$ cat src/rtl/fetch_ctrl.sv
// Instruction fetch controller: sequences PC updates, drives a req/ack fetch to
// instruction memory and holds one fetched instruction for decode.
module fetch_ctrl #(
  parameter int BITSIZE     = 32,
  parameter int INSTR_WIDTH = 32,
  parameter int PC_STEP     = 4
) (
  input  logic                   clk,
  input  logic                   reset,
  input  logic [BITSIZE-1:0]     pc_in,
  output logic [BITSIZE-1:0]     pc_next,
  output logic                   pc_enable,
  output logic                   imem_req,
  output logic [BITSIZE-1:0]     imem_addr,
  input  logic                   imem_ack,
  input  logic [INSTR_WIDTH-1:0] imem_rdata,
  output logic                   instr_valid,
  output logic [INSTR_WIDTH-1:0] instr_out,
  output logic [BITSIZE-1:0]     instr_pc,
  input  logic                   instr_ready,
  input  logic                   redirect_valid,
  input  logic [BITSIZE-1:0]     redirect_target,
  output logic                   fetch_fault
);

  typedef enum logic [1:0] {IDLE, FETCH, HOLD, FAULT} state_t;

  state_t             state;
  logic [BITSIZE-1:0] req_addr;
  logic               discard;
  logic               ack_take;

  assign imem_req  = (state == FETCH);
  assign imem_addr = req_addr;
  assign ack_take  = (state == FETCH) && imem_ack;

  // Redirect wins over the sequential step; a stale (discarded) ack never advances the PC.
  always_comb begin
    pc_enable = 1'b0;
    pc_next   = '0;
    if (!reset) begin
      if (redirect_valid) begin
        pc_enable = 1'b1;
        pc_next   = redirect_target;
      end else if (ack_take && !discard) begin
        pc_enable = 1'b1;
        pc_next   = req_addr + BITSIZE'(PC_STEP);
      end
    end
  end

  always_ff @(posedge clk) begin
    if (reset) begin
      state       <= IDLE;
      req_addr    <= '0;
      discard     <= 1'b0;
      instr_valid <= 1'b0;
      instr_out   <= '0;
      instr_pc    <= '0;
      fetch_fault <= 1'b0;
    end else begin
      case (state)
        IDLE: begin
          // A redirect this cycle means pc_in is about to change; wait for it.
          if (!redirect_valid) begin
            if (pc_in[1:0] == 2'b00) begin
              req_addr <= pc_in;
              state    <= FETCH;
            end else begin
              fetch_fault <= 1'b1;
              state       <= FAULT;
            end
          end
        end
        FETCH: begin
          if (imem_ack) begin
            discard <= 1'b0;
            if (redirect_valid || discard) begin
              state <= IDLE;
            end else begin
              instr_out   <= imem_rdata;
              instr_pc    <= req_addr;
              instr_valid <= 1'b1;
              state       <= HOLD;
            end
          end else if (redirect_valid) begin
            // Address must stay stable until ack, so let it finish and drop the data.
            discard <= 1'b1;
          end
        end
        HOLD: begin
          if (redirect_valid || instr_ready) begin
            instr_valid <= 1'b0;
            state       <= IDLE;
          end
        end
        FAULT: begin
          if (redirect_valid) begin
            fetch_fault <= 1'b0;
            state       <= IDLE;
          end
        end
        default: state <= IDLE;
      endcase
    end
  end

endmodule
$ cat config.mk
export PLATFORM = sky130hd
export DESIGN_NAME = fetch_ctrl
export DESIGN_NICKNAME = d
export VERILOG_FILES = /design/src/rtl/fetch_ctrl.sv
export SDC_FILE = /design/constraint.sdc
export NUM_CORES = 1
export LEC_CHECK = 0
export BUFFER_PORTS_ARGS = -buffer_cell sky130_fd_sc_hd__buf_2
export CAP_MARGIN = 20
export CORE_ASPECT_RATIO = 1.2
export CORE_MARGIN = 1.5
export CORE_UTILIZATION = 41
export CTS_CLUSTER_DIAMETER = 30
export DETAILED_ROUTE_END_ITERATION = 10
export PLACE_DENSITY = 0.76
export SYNTH_ARGS = -nofsm -noshare
export SYNTH_HDL_FRONTEND = slang
export SYNTH_SLANG_ARGS = --single-unit
$ cat constraint.sdc
create_clock -name clk -period 2.31 [get_ports clk]
set_clock_uncertainty 0.1 [all_clocks]
set_input_delay 0.3465 -clock clk [delete_from_list [all_inputs] [get_ports clk]]
set_output_delay 0.3465 -clock clk [all_outputs]
set_load 0.1 [all_outputs]
==> flow_metrics.py <==
metrics = {
    "status": {
        "run_status": "complete, but fails checks",
        "violations": "setup timing",
    },
    "power_and_ir_drop": {
        "leakage_nw": 3.41,
        "power_mw": 4.26,
        "power.density_cell_area_nw_per_um2": 543,
        "maximum_resistive_drop_on_vdd_uv": 370,
    },
    "clocking": {
        "clk_root_buffer_cell": "clkbuf_16",
        "clk_pin_slew_worst_paths_ns": 0.07,
        "worst_skew_pair.late_latency_ns": 0.34,
        "h-tree-depth": 3,
        "tritoncts_clock_tree": "yes",
        "max-clock-path-buffers": 2,
        "cts_buffers": 9,
        "cts_num_sinks": 101,
    },
    "setup_path": {
        "slowest_stage": "or4_1",
        "critPathLaunchType": "flip-flop",
        "worst_r2r_startpoint": "discard$_SDFFE_PP0P_",
        "setup.worst_path.class": "reg -> out",
        "worst-endpoint-required_ns": 1.86,
        "cp.arrival_ns": 2.60,
        "slowest_delay_ns": 0.54,
        "crit_path_cell_trace": "or4b_4 > or3_4 > or4_1 > o211ai_1 > clkbuf_16",
        "crit_path_end_kind": "output pin",
        "largest_fanout_on_the_critical_path": 7,
        "crit_path_from": "discard$_SDFFE_PP0P_",
    },
    "drt": {
        "avgViaCountPerCell": 5.39,
        "drt_pre_antenna_iters": 5,
        "drc": 0,
        "routed_wire_length_per_instance_um": 16.5,
        "drt_wl_total_um": 17100,
        "antenna_violating_nets_post_route": 0,
        "drt_iter0_drc": 338,
        "via_count": 5616,
    },
    "sta": {
        "setup_ws_ns": -0.740,
        "rsz0062_at_grt": "true",
        "final-max-slew-violation-count": 0,
        "achievable-frequency_ghz": 0.328,
        "finalHoldViolations": 0,
        "layout_min_cycle_time_ns": 3.05,
        "worst_slew_margin_rel_pct": 44.8,
        "max_slew.worst_pin.slew_ns": 0.829,
        "final.period_utilization_pct": 132,
        "final-setup-viol-count": 32,
    },
    "floorplanning": {
        "floorplan.die.height_um": 118,
        "chipWidth_um": 99.2,
        "floorplan.core_area_um2": 10700,
        "floorplan.die_area_um2": 11700,
        "core.rowCount": 41,
        "design.portCount": 233,
        "initial_utilization_pct": 42.6,
    },
    "yosys": {
        "avgSynthCellArea_um2": 7.23,
        "post_synth_main_area_contributors": "dfxtp_1 (44%), nand2_1 (19%), a21oi_1 (11%), clkbuf_1 (3.5%), nand3_1 (2.4%)",
        "netlist.area_leader.share_pct": 44.4,
        "netlist.top_cell.by_area": "dfxtp_1",
        "primary_ff_master_synth": "dfxtp_1",
        "synth.yosys.seq_area_share_pct": 44.4,
        "synth.net_count": 731,
        "gate_count_post_synth": 629,
        "yosys_warnings": 0,
        "postSynthRegisterBits": 101,
        "async_reset_ff_share_pct": 0,
        "synth.lib_cells_used.distinct": 43,
        "number_of_synthesized_flops_with_an_enable_pin": 0,
        "mappedNetlistArea_um2": 4550,
    },
    "global_routing": {
        "antenna_found_initial": 1,
        "grt_first_pass_wirelength_um": 26200,
        "vias_in_the_first_global_route": 5506,
        "groute.usage.overall_pct": 27.6,
        "grt_overflow": 0,
        "grt_start_max_net_pins": 74,
    },
    "cells_and_area": {
        "final_design_area_no_fill_um2": 7840,
        "design.final.nets": 1009,
        "finish.utilization_pct": 73.5,
        "final_cells": 1041,
        "flow.area_growth_from_synthesis_pct": 72.3,
        "antenna-diode-count": 0,
        "final_layout_size_suffix_gt1_share_pct": 46.7,
    },
    "job": {
        "maxCapViolCount": 0,
    },
    "place": {
        "numPlacedInstances": 1007,
        "weighted_congestion_reported_at_the_end_of_routability_driven_placement": 0.829,
        "placement.io_buffers": 232,
        "place.detailed.hpwl_um": 12400,
        "post_dp_cell_area_um2": 7220,
    },
    "min_path": {
        "min-delay-path-class": "in -> reg",
        "worstHoldStart": "imem_rdata[16]",
    },
}
[metrics by stage]
step	setup WS (ns)	setup TNS, ns	hold WS, ns
finish	-0.740	-16.69	0.135
global route	-0.772	-18.26	0.132
global placement	-0.495	-7.37	0.338
floorplan	-1.32	-12.66	0.343
detailed placement	-0.508	-9.70	0.343
CTS	-0.757	-17.30	0.125
[cell families after synthesis]
family	synth area share, %
buffers and inverters	5.20
flip-flops	44.4
adder cells (fa/ha/maj)	0.275
AO/OA/AOI/OAI	17.3
XOR/XNOR	2.31
AND/OR/NAND/NOR	30.2
multiplexers	0.247
[layout make-up]
| cell class | count | area [µm²] |
|---|---|---|
| clock buffer | 10 | 239 |
| clock inverter | 6 | 50.0 |
| fill | 797 | 2830 |
| inverter | 7 | 26.3 |
| multi-input combinational | 470 | 2810 |
| sequential | 101 | 2120 |
| tap | 129 | 161 |
| timing repair buffer | 318 | 2440 |
[timing repair]
item,CTS,global route
gates cloned,0,1
hold buffers,0,0
endpoints found under the setup margin,34,97
resized for setup,13,29
setup buffers,6,13
pin swaps,10,19
[registers in the layout, summed over array words and instances, names as in the netlist]
register     cells
instr_valid      1
instr_out       32
fetch_fault      1
state            2
discard          1
imem_addr       32
instr_pc        32
[worst paths after layout]
path         cells past startpoint                    endpoint  slack (ns)
min                              3  instr_out[16]$_SDFFE_PP0P_        0.13
min reg2reg                      2    instr_pc[9]$_SDFFE_PP0P_        0.35
max                              5                 pc_next[29]       -0.74
max reg2reg                      9   instr_pc[20]$_SDFFE_PP0P_        0.05
[cells in the mapped netlist, types with 2 or more instances]
cell      count
dfxtp_1     101
o311ai_0      2
nor3_1        5
buf_2         2
nor2_1       14
xnor2_1       4
o21ai_0      13
nor4_1        2
nand4_1       9
nor2b_1       2
nand2_1     228
xor2_1        8
or4_1        14
inv_1         7
and3_1        7
a221o_1       2
buf_6         2
or3_1         2
buf_1         3
nand3_1      22
a21oi_1     101
o211ai_1     13
clkbuf_1     43
and4_1        4
[placed cells by master (no fill, tap or decap), types with 4 or more instances in the layout]
master and n:
inv_1 7, xnor2_1 4, nand4_1 9, dfxtp_4 23, nor2_1 9, xor2_1 8, nand3_1 10, or4_4 11
nor2_4 5, dfxtp_1 72, dfxtp_2 6, nand3_4 11, buf_6 4, clkbuf_16 13, buf_12 35, a21oi_1 99
nand2_1 226, o21ai_4 11, and3_1 5, buf_2 198, and4_1 4, buf_4 75, o211ai_1 13
[worst max-delay path: cells and delay by family, from the launching register on]
family / cells / cell delay [ns]
buffers and inverters: 1 / 0.27
AOI/OAI and AO/OA: 1 / 0.18
and+or+nand+nor: 3 / 1.50
DFF: 1 / 0.31
[metal layers]
layer | vias to the layer above | global-route usage [%] | share of wire [%]
li1 | 2688 | - | -
met5 | - | 0 | 0
met3 | 42 | 6.09 | 7.0
met4 | 0 | 10.4 | 2.6
met2 | 267 | 50.2 | 51
met1 | 2619 | 31.1 | 39
[report_power, final]
group	internal [mW]	switching (mW)
logic	0.308	0.690
registers	1.76	0.0238
clock network	0.782	0.697
total	2.85	1.41
(Power assumes the default switching activity.)
